===== config.mk =====
export PLATFORM = sky130hd
export DESIGN_NAME = hazard_ctrl
export DESIGN_NICKNAME = d
export VERILOG_FILES = /design/src/rtl/hazard_ctrl_pkg.sv /design/src/rtl/hazard_ctrl_fwd_unit.sv /design/src/rtl/hazard_ctrl.sv
export SDC_FILE = /design/constraint.sdc
export NUM_CORES = 1
export LEC_CHECK = 0
export BUFFER_PORTS_ARGS = -buffer_cell sky130_fd_sc_hd__buf_2
export CORE_ASPECT_RATIO = 0.75
export CORE_MARGIN = 3
export CORE_UTILIZATION = 35
export DETAILED_ROUTE_END_ITERATION = 12
export SETUP_SLACK_MARGIN = 0.4
export SYNTH_ARGS = -nofsm -noshare
export SYNTH_HDL_FRONTEND = slang
export SYNTH_HIERARCHICAL = 1
export SYNTH_SLANG_ARGS = --single-unit

===== constraint.sdc =====
create_clock -name clk -period 7.6 [get_ports clk]
set_clock_uncertainty 0.05 [all_clocks]
set_input_delay 1.52 -clock clk [delete_from_list [all_inputs] [get_ports clk]]
set_output_delay 1.52 -clock clk [all_outputs]
set_load 0.02 [all_outputs]

===== src/rtl/hazard_ctrl_pkg.sv =====
// Shared definitions for the pipeline hazard controller: FSM states,
// forwarding-select encodings, multiply latency bounds and a register-match helper.
package hazard_ctrl_pkg;

    typedef enum logic {
        ST_RUN = 1'b0,
        ST_MUL = 1'b1
    } state_e;

    localparam logic [1:0] FW_REG = 2'b00;
    localparam logic [1:0] FW_MEM = 2'b01;
    localparam logic [1:0] FW_WB  = 2'b10;

    localparam int MUL_LAT_MIN = 2;
    localparam int MUL_LAT_MAX = 8;
    localparam int MCNT_W      = 3;

    // True when a later stage writes a non-x0 register that the given source reads.
    function automatic logic reg_hit(input logic i_en, input logic [4:0] i_rd,
                                     input logic [4:0] i_rs);
        return i_en && (i_rd != 5'd0) && (i_rd == i_rs);
    endfunction

endpackage


===== src/rtl/hazard_ctrl_fwd_unit.sv =====
// Operand forwarding select for one EX source register; MEM result beats WB result.
module fwd_unit
    import hazard_ctrl_pkg::*;
(
    input  logic [4:0] i_rs_ex,
    input  logic [4:0] i_rd_mem,
    input  logic       i_wb_en_mem,
    input  logic [4:0] i_rd_wb,
    input  logic       i_wb_en_wb,
    output logic [1:0] o_sel
);

    always_comb begin
        if (reg_hit(i_wb_en_mem, i_rd_mem, i_rs_ex)) begin
            o_sel = FW_MEM;
        end else if (reg_hit(i_wb_en_wb, i_rd_wb, i_rs_ex)) begin
            o_sel = FW_WB;
        end else begin
            o_sel = FW_REG;
        end
    end

endmodule


===== src/rtl/hazard_ctrl.sv =====
// Pipeline hazard controller: forwarding selects, load-use and multi-cycle
// multiply stalls, branch/jump flush, data-memory freeze and perf counters.
module hazard_ctrl
    import hazard_ctrl_pkg::*;
#(
    parameter int MUL_LAT = 3
) (
    input  logic        clk,
    input  logic        rst,
    input  logic [4:0]  rs1_addr_id,
    input  logic [4:0]  rs2_addr_id,
    input  logic [4:0]  rs1_addr_ex,
    input  logic [4:0]  rs2_addr_ex,
    input  logic [4:0]  rd_addr_ex,
    input  logic [4:0]  rd_addr_mem,
    input  logic [4:0]  rd_addr_wb,
    input  logic        rs1_used_id,
    input  logic        rs2_used_id,
    input  logic        wb_en_ex,
    input  logic        wb_en_mem,
    input  logic        wb_en_wb,
    input  logic [2:0]  is_load_ex,
    input  logic        mul_ex,
    input  logic        taken,
    input  logic        jump_ex,
    input  logic        dm_req_mem,
    input  logic        dm_ready,
    output logic [1:0]  mux1_sel,
    output logic [1:0]  mux2_sel,
    output logic        stall_if,
    output logic        stall_id,
    output logic        stall_ex,
    output logic        bubble_ex,
    output logic        bubble_mem,
    output logic        flush_id,
    output logic        pc_sel,
    output logic        mul_done,
    output logic [31:0] stall_cnt,
    output logic [31:0] flush_cnt
);

    if ((MUL_LAT < MUL_LAT_MIN) || (MUL_LAT > MUL_LAT_MAX)) begin : g_bad_mul_lat
        $error("hazard_ctrl: MUL_LAT out of range");
    end

    localparam logic [MCNT_W-1:0] MCNT_LAST = MCNT_W'(MUL_LAT - 1);

    state_e              r_state;
    state_e              w_next_state;
    logic [MCNT_W-1:0]   r_mcnt;
    logic [MCNT_W-1:0]   w_next_mcnt;
    logic [31:0]         r_stall_cnt;
    logic [31:0]         r_flush_cnt;

    logic [1:0] w_fwd1_sel;
    logic [1:0] w_fwd2_sel;
    logic       w_freeze;
    logic       w_redirect;
    logic       w_load_use;
    logic       w_stall_if;
    logic       w_stall_id;
    logic       w_stall_ex;
    logic       w_bubble_ex;
    logic       w_bubble_mem;
    logic       w_flush_id;
    logic       w_pc_sel;
    logic       w_mul_done;

    fwd_unit u_fwd_rs1 (
        .i_rs_ex     (rs1_addr_ex),
        .i_rd_mem    (rd_addr_mem),
        .i_wb_en_mem (wb_en_mem),
        .i_rd_wb     (rd_addr_wb),
        .i_wb_en_wb  (wb_en_wb),
        .o_sel       (w_fwd1_sel)
    );

    fwd_unit u_fwd_rs2 (
        .i_rs_ex     (rs2_addr_ex),
        .i_rd_mem    (rd_addr_mem),
        .i_wb_en_mem (wb_en_mem),
        .i_rd_wb     (rd_addr_wb),
        .i_wb_en_wb  (wb_en_wb),
        .o_sel       (w_fwd2_sel)
    );

    assign w_freeze   = dm_req_mem & ~dm_ready;
    assign w_redirect = taken | jump_ex;
    assign w_load_use = (|is_load_ex) &&
                        ((rs1_used_id && reg_hit(wb_en_ex, rd_addr_ex, rs1_addr_id)) ||
                         (rs2_used_id && reg_hit(wb_en_ex, rd_addr_ex, rs2_addr_id)));

    // NOTE: every signal written here gets a default first, so no path leaves one unassigned and no latch is inferred.
    always_comb begin
        w_next_state = r_state;
        w_next_mcnt  = r_mcnt;
        w_stall_if   = 1'b0;
        w_stall_id   = 1'b0;
        w_stall_ex   = 1'b0;
        w_bubble_ex  = 1'b0;
        w_bubble_mem = 1'b0;
        w_flush_id   = 1'b0;
        w_pc_sel     = 1'b0;
        w_mul_done   = 1'b0;
        if (!rst) begin
            if (w_freeze) begin
                // A pending data access holds the whole pipe and the FSM in place.
                w_stall_if = 1'b1;
                w_stall_id = 1'b1;
                w_stall_ex = 1'b1;
            end else begin
                case (r_state)
                    ST_RUN: begin
                        if (w_redirect) begin
                            w_flush_id  = 1'b1;
                            w_bubble_ex = 1'b1;
                            w_pc_sel    = 1'b1;
                        end else if (mul_ex) begin
                            w_stall_if   = 1'b1;
                            w_stall_id   = 1'b1;
                            w_stall_ex   = 1'b1;
                            w_bubble_mem = 1'b1;
                            w_next_mcnt  = MCNT_W'(1);
                            w_next_state = ST_MUL;
                        end else if (w_load_use) begin
                            w_stall_if  = 1'b1;
                            w_stall_id  = 1'b1;
                            w_bubble_ex = 1'b1;
                        end
                    end
                    ST_MUL: begin
                        if (r_mcnt == MCNT_LAST) begin
                            // Completing cycle returns to RUN without looking at mul_ex again.
                            w_mul_done   = 1'b1;
                            w_next_mcnt  = '0;
                            w_next_state = ST_RUN;
                        end else begin
                            w_stall_if   = 1'b1;
                            w_stall_id   = 1'b1;
                            w_stall_ex   = 1'b1;
                            w_bubble_mem = 1'b1;
                            w_next_mcnt  = r_mcnt + MCNT_W'(1);
                        end
                    end
                    default: begin
                        w_next_state = ST_RUN;
                        w_next_mcnt  = '0;
                    end
                endcase
            end
        end
    end

    // NOTE: sequential state uses non-blocking assignments so every register samples pre-edge values.
    always_ff @(posedge clk) begin
        if (rst) begin
            r_state     <= ST_RUN;
            r_mcnt      <= '0;
            r_stall_cnt <= '0;
            r_flush_cnt <= '0;
        end else begin
            r_state <= w_next_state;
            r_mcnt  <= w_next_mcnt;
            if (w_stall_if) begin
                r_stall_cnt <= r_stall_cnt + 32'd1;
            end
            if (w_flush_id) begin
                r_flush_cnt <= r_flush_cnt + 32'd1;
            end
        end
    end

    assign mux1_sel   = rst ? FW_REG : w_fwd1_sel;
    assign mux2_sel   = rst ? FW_REG : w_fwd2_sel;
    assign stall_if   = w_stall_if;
    assign stall_id   = w_stall_id;
    assign stall_ex   = w_stall_ex;
    assign bubble_ex  = w_bubble_ex;
    assign bubble_mem = w_bubble_mem;
    assign flush_id   = w_flush_id;
    assign pc_sel     = w_pc_sel;
    assign mul_done   = w_mul_done;
    assign stall_cnt  = r_stall_cnt;
    assign flush_cnt  = r_flush_cnt;

endmodule


After elaboration in Yosys (flattened, before gate mapping)
Cells that the tools add are included.
{"block": "word_totals", "regBits": 68, "inputBits": 50, "output_inout_bits": 76, "wordCells": 76}
{"block": "classes", "addsub": 3, "eq_ne": 9, "mux": 37, "bitwise_logic": 5, "reduce_logical": 18}
{"operator": "32-bit by 1-bit adder with 32-bit output, second input constant", "n": 2}
{"operator": "5-bit equality test", "n": 6}
{"operator": "1-bit two-way mux", "n": 25}
{"operator": "5-bit nonzero test", "n": 3}
{"operator": "1-bit logical AND", "n": 12}
{"operator": "2-bit two-way mux", "n": 6}
{"operator": "3-bit two-way mux", "n": 3}
{"operator": "3-bit one-hot mux with 2 select lines", "n": 1}
{"operator": "2-bit != test, second input constant", "n": 2}
{"operator": "1-bit one-hot mux with 2 select lines", "n": 2}
{"operator": "3-bit by 1-bit adder with 3-bit output, second input constant", "n": 1}
{"operator": "3-bit by 2-bit equality test with 1-bit output, second input constant", "n": 1}
{"operator": "1-bit NOT", "n": 3}
{"operator": "3-bit AND reduction", "n": 1}
{"operator": "3-bit OR reduction", "n": 1}
{"operator": "1-bit bitwise AND", "n": 1}
{"operator": "1-bit logical OR", "n": 1}
{"operator": "1-bit bitwise OR", "n": 1}

Depth between registers and ports, before layout
{"block": "depth", "ltp_word": 12, "ltp_mapped": 9, "ltp_nobuf": 6}

Modules after synthesis
Netlist, hierarchy kept.
{"module": "hazard_ctrl", "n_inst": 1, "cells_each": 410, "area_per_inst_um2": 3374.5, "seq_area_each_um2": 1361.3}
{"module": "fwd_unit", "n_inst": 2, "cells_each": 20, "area_per_inst_um2": 151.4, "seq_area_each_um2": 0.0}

Least setup slack after synthesis
Ideal clock, no wire load.
{"block": "synth_path", "path_type": "input -> output", "startpoint": "in dm_req_mem", "endpoint": "out bubble_ex", "t_arrival_ps": 2906, "required_time_ps": 6030, "path_slack_ps": 3124, "path_stages": 4, "n_path_buf": 1, "cell_sequence": "nor2b_1 > buf_1 > nor3_1 > a31o_2"}
{"block": "synth_via", "elab_chain_cells": 3}
{"item": "from (decl)", "line_no": "hazard_ctrl.sv:26", "source": "input logic dm_req_mem,"}
{"item": "1-bit bitwise AND", "line_no": "hazard_ctrl.sv:87", "source": "assign w_freeze = dm_req_mem & ~dm_ready;"}
{"item": "1-bit two-way mux", "line_no": "hazard_ctrl.sv:106", "source": "if (w_freeze) begin"}
{"item": "1-bit two-way mux", "line_no": "hazard_ctrl.sv:105", "source": "if (!rst) begin"}
{"item": "to (decl)", "line_no": "hazard_ctrl.sv:33", "source": "output logic bubble_ex,"}
No other way between the ends.

Worst setup path after layout
{"block": "layout_path", "startpoint": "in rd_addr_ex[1]", "endpoint": "out stall_if"}
{"block": "layout_via", "elab_chain_cells": 12}
{"item": "from (decl)", "line_no": "hazard_ctrl.sv:14", "source": "input logic [4:0] rd_addr_ex,"}
{"item": "5-bit nonzero test", "line_no": "hazard_ctrl_pkg.sv:21", "source": "return i_en && (i_rd != 5'd0) && (i_rd == i_rs);"}
{"item": "1-bit logical AND (2 in series)", "line_no": "hazard_ctrl_pkg.sv:21"}
{"item": "1-bit logical AND, on equally long branches", "line_no": "hazard_ctrl.sv:90, hazard_ctrl.sv:91"}
{"item": "1-bit logical OR *", "line_no": "hazard_ctrl.sv:90", "source": "((rs1_used_id && reg_hit(wb_en_ex, rd_addr_ex, rs1_addr_id)) ||"}
{"item": "1-bit logical AND *", "line_no": "hazard_ctrl.sv:89", "source": "assign w_load_use = (|is_load_ex) &&"}
{"item": "1-bit two-way mux *", "line_no": "hazard_ctrl.sv:125", "source": "end else if (w_load_use) begin"}
{"item": "1-bit two-way mux *", "line_no": "hazard_ctrl.sv:118", "source": "end else if (mul_ex) begin"}
{"item": "1-bit two-way mux *", "line_no": "hazard_ctrl.sv:114", "source": "if (w_redirect) begin"}
{"item": "1-bit one-hot mux with 2 select lines *", "line_no": "hazard_ctrl.sv:112", "source": "case (r_state)"}
{"item": "1-bit two-way mux *", "line_no": "hazard_ctrl.sv:106"}
{"item": "1-bit two-way mux *", "line_no": "hazard_ctrl.sv:105"}
{"item": "to (decl)", "line_no": "hazard_ctrl.sv:30", "source": "output logic stall_if,"}
Every way passes the cells marked *; elsewhere a longest branch is shown, timed or not.

==> impl_metrics.ini <==
[clock_tree]
cts_tree = built
clk_latency_ns = 0.33
cts_max_path_buffers = 2
cts.htree.levels = 3
clock-root-buffer = clkbuf_16
cts_resized = 0
clkTransAtPathRegs_ns = 0.05
cts_hold_buffers = 0
cts_setup_buffers = 0
cts_buffers = 9
cts.sinks = 68

[cells_and_area]
drive_above_1_share_pct = 28.04
final_common_cell = buf_2
fin_cells = 699
n_antenna_cell = 0
area_delta_synth_final_pct = 26.81
final_util_pct = 46.96
final_cell_mix = 125 x buf_2, 68 x dfxtp_1, 41 x a21oi_1
finalInstanceArea_mm2 = 0.004663
nets = 614

[timing]
tns_ns = 0
slew_viol_final = 0
hold_violations = 0
relSlewSlack_pct = 18.37
finalCritPeriodShare_pct = 60.97
final-setup-viol-count = 0
max_freq_mhz = 215.8
tightest_slew_ns = 1.224
rsz0062_at_grt = no
fin_crit_ns = 4.633

[drt]
drc_errors = 0
drt_iter0_markers = 217
viasPerCell = 5.315
via_count = 3715
wirelength_um = 9856
ant_nets = 0
wl_per_cell_um = 14.10
drt-pass1-iter-count = 4

[synthesis]
yosys_warnings = 6
synthXorXnorAreaFrac_pct = 12.39
synth_top_family_by_area = simple AND/OR/NAND/NOR gates
synth_area_mm2 = 0.003677
yosysUniqueCellTypes = 51
syn_avg_cell_area_um2 = 8.172
synth_nets = 502
synth_seq_cells = 68
synth_compound_area_share_pct = 16.06
muxShareOfSynthArea_pct = 0.2722
yosys.area_share.adder_pct = 0.6805
ys_seq_area_share_pct = 37.02
syn-instance-count = 450
yosys.area_share.simple_pct = 28.68

[global_route]
grt_pass1_vias = 3394
grt-ovfl-total = 0
antenna_found_initial = 0
grt_first_pass_wirelength_um = 15980
track_usage_pct = 16.18
grt_start_max_net_pins = 81

[die]
die_area_mm2 = 0.01179
rows = 31
die_x_um = 124.4
core-area_mm2 = 0.009930
dieHeight_um = 94.77
io_pins = 126
initial_utilization_pct = 37.03

[setup_path]
critPathArrivalTime_ns = 3.06
crit_required_ns = 6.03
end_kind = output port
ff2ff_setup_slack_ns = 4.64
path_max_fanout = 3
path_class = in -> out
cp-start-kind = primary input

[placement]
dp_cells = 683
routabilityCongestion = 0.7915
hpwl_um = 7112
dpl-instance-area_mm2 = 0.004374
io_buffers = 125

[run_status]
status = complete, no violations

[job]
maxCapViolCount = 0

[pwr]
p_leak_nw = 1.778
p_per_area_mw_per_mm2 = 179.8
vdd_ir_drop_max_v = 0.0001112

[worst_hold_path]
hold_class = reg -> reg
## metal layers
layer	GRT usage (%)	wire, um	vias up	share of wire [%]
li1	-	-	1854	-
met1	20.26	4593	1743	47
met3	4.862	608	15	6.2
met5	0	0	-	0
met4	5.383	153	0	1.6
met2	26.89	4502	103	46
## cells by family (layout without fill, tap and decap cells)
logic type / Yosys count / in the layout
buffers and inverters: 43 / 160
AOI/OAI and AO/OA: 95 / 95
and+or+nand+nor: 189 / 189
adders and majority gates: 2 / 2
muxes: 1 / 1
DFF: 68 / 68
xor gates and xnor gates: 52 / 52
## metrics by stage
| stage | total power (W) | setup WS [ns] | hold WS [ns] |
|---|---|---|---|
| finish | 0.0008385 | 2.967 | 0.4381 |
| detailed placement | 0.0004559 | 2.940 | 0.4300 |
| CTS | 0.0008490 | 2.932 | 0.4376 |
| floorplan | 0.0004224 | 3.124 | 0.4390 |
| global placement | 0.0004535 | 2.981 | 0.4105 |
| global route | 0.0008744 | 2.814 | 0.4515 |
## worst max-delay path, stage by stage
cell,delay [ns]
buf_2,0.13
or4_1,0.53
nor2_1,0.14
nor2_1,0.10
a31oi_1,0.34
nor2_1,0.10
buf_2,0.20
## cell usage after synthesis (all sizes together)
cell type,instances,area (um^2)
a211oi,4,40.03
a21oi,41,205.2
a221oi,1,8.760
a22oi,1,7.510
a2bb2oi,1,8.760
a31o,1,8.760
a31oi,1,6.260
a32oi,1,8.760
a41oi,1,8.760
and2,1,6.260
and3,2,12.51
and4,5,46.29
buf,7,45.03
clkbuf,19,71.32
dfxtp,68,1361
ha,2,25.02
inv,17,63.81
mux2i,1,10.01
nand2,26,97.59
nand2b,2,12.51
nand3,23,115.1
nand4,14,102.6
nor2,37,138.9
nor2b,6,37.54
nor3,18,100.1
nor4,9,62.56
nor4b,2,17.52
o21ai,21,105.1
o21bai,1,7.510
o22ai,1,6.260
o311ai,1,8.760
o31ai,17,127.6
o41ai,2,32.53
or2,3,18.77
or3,22,142.6
or3b,1,8.760
or4,18,135.1
xnor2,37,324.1
xor2,15,131.4
## sequential cells by signal, indices dropped and copies added (netlist names)
| register | count |
|---|---|
| flush_cnt | 32 |
| r_mcnt | 3 |
| r_state | 1 |
| stall_cnt | 32 |
## layout make-up
cell class | instances | area, um^2
Tap cell | 132 | 165.2
Fill cell | 1035 | 5266
Multi-Input combinational cell | 339 | 2143
Clock inverter | 5 | 36.28
Inverter | 17 | 63.81
Clock buffer | 11 | 252.7
Timing Repair Buffer | 127 | 640.6
Sequential cell | 68 | 1361
## power breakdown
part           internal, W   total, W  switching, W
Sequential        0.000361   0.000366    0.00000564
Clock             0.000238   0.000390      0.000152
Combinational    0.0000331  0.0000819     0.0000488
Total             0.000632   0.000838      0.000206
## path summary, 6_finish.rpt
path	endpoint	depth (start not counted)	startpoint
worst max-delay path	stall_if	7	rd_addr_ex[1]
worst min-delay path	stall_cnt[31]	2	stall_cnt[31]
worst max register to register	stall_cnt[16]	6	r_mcnt[1]
worst min register to register	stall_cnt[31]	2	stall_cnt[31]
No activity file was read; power rests on OpenSTA's default activity.
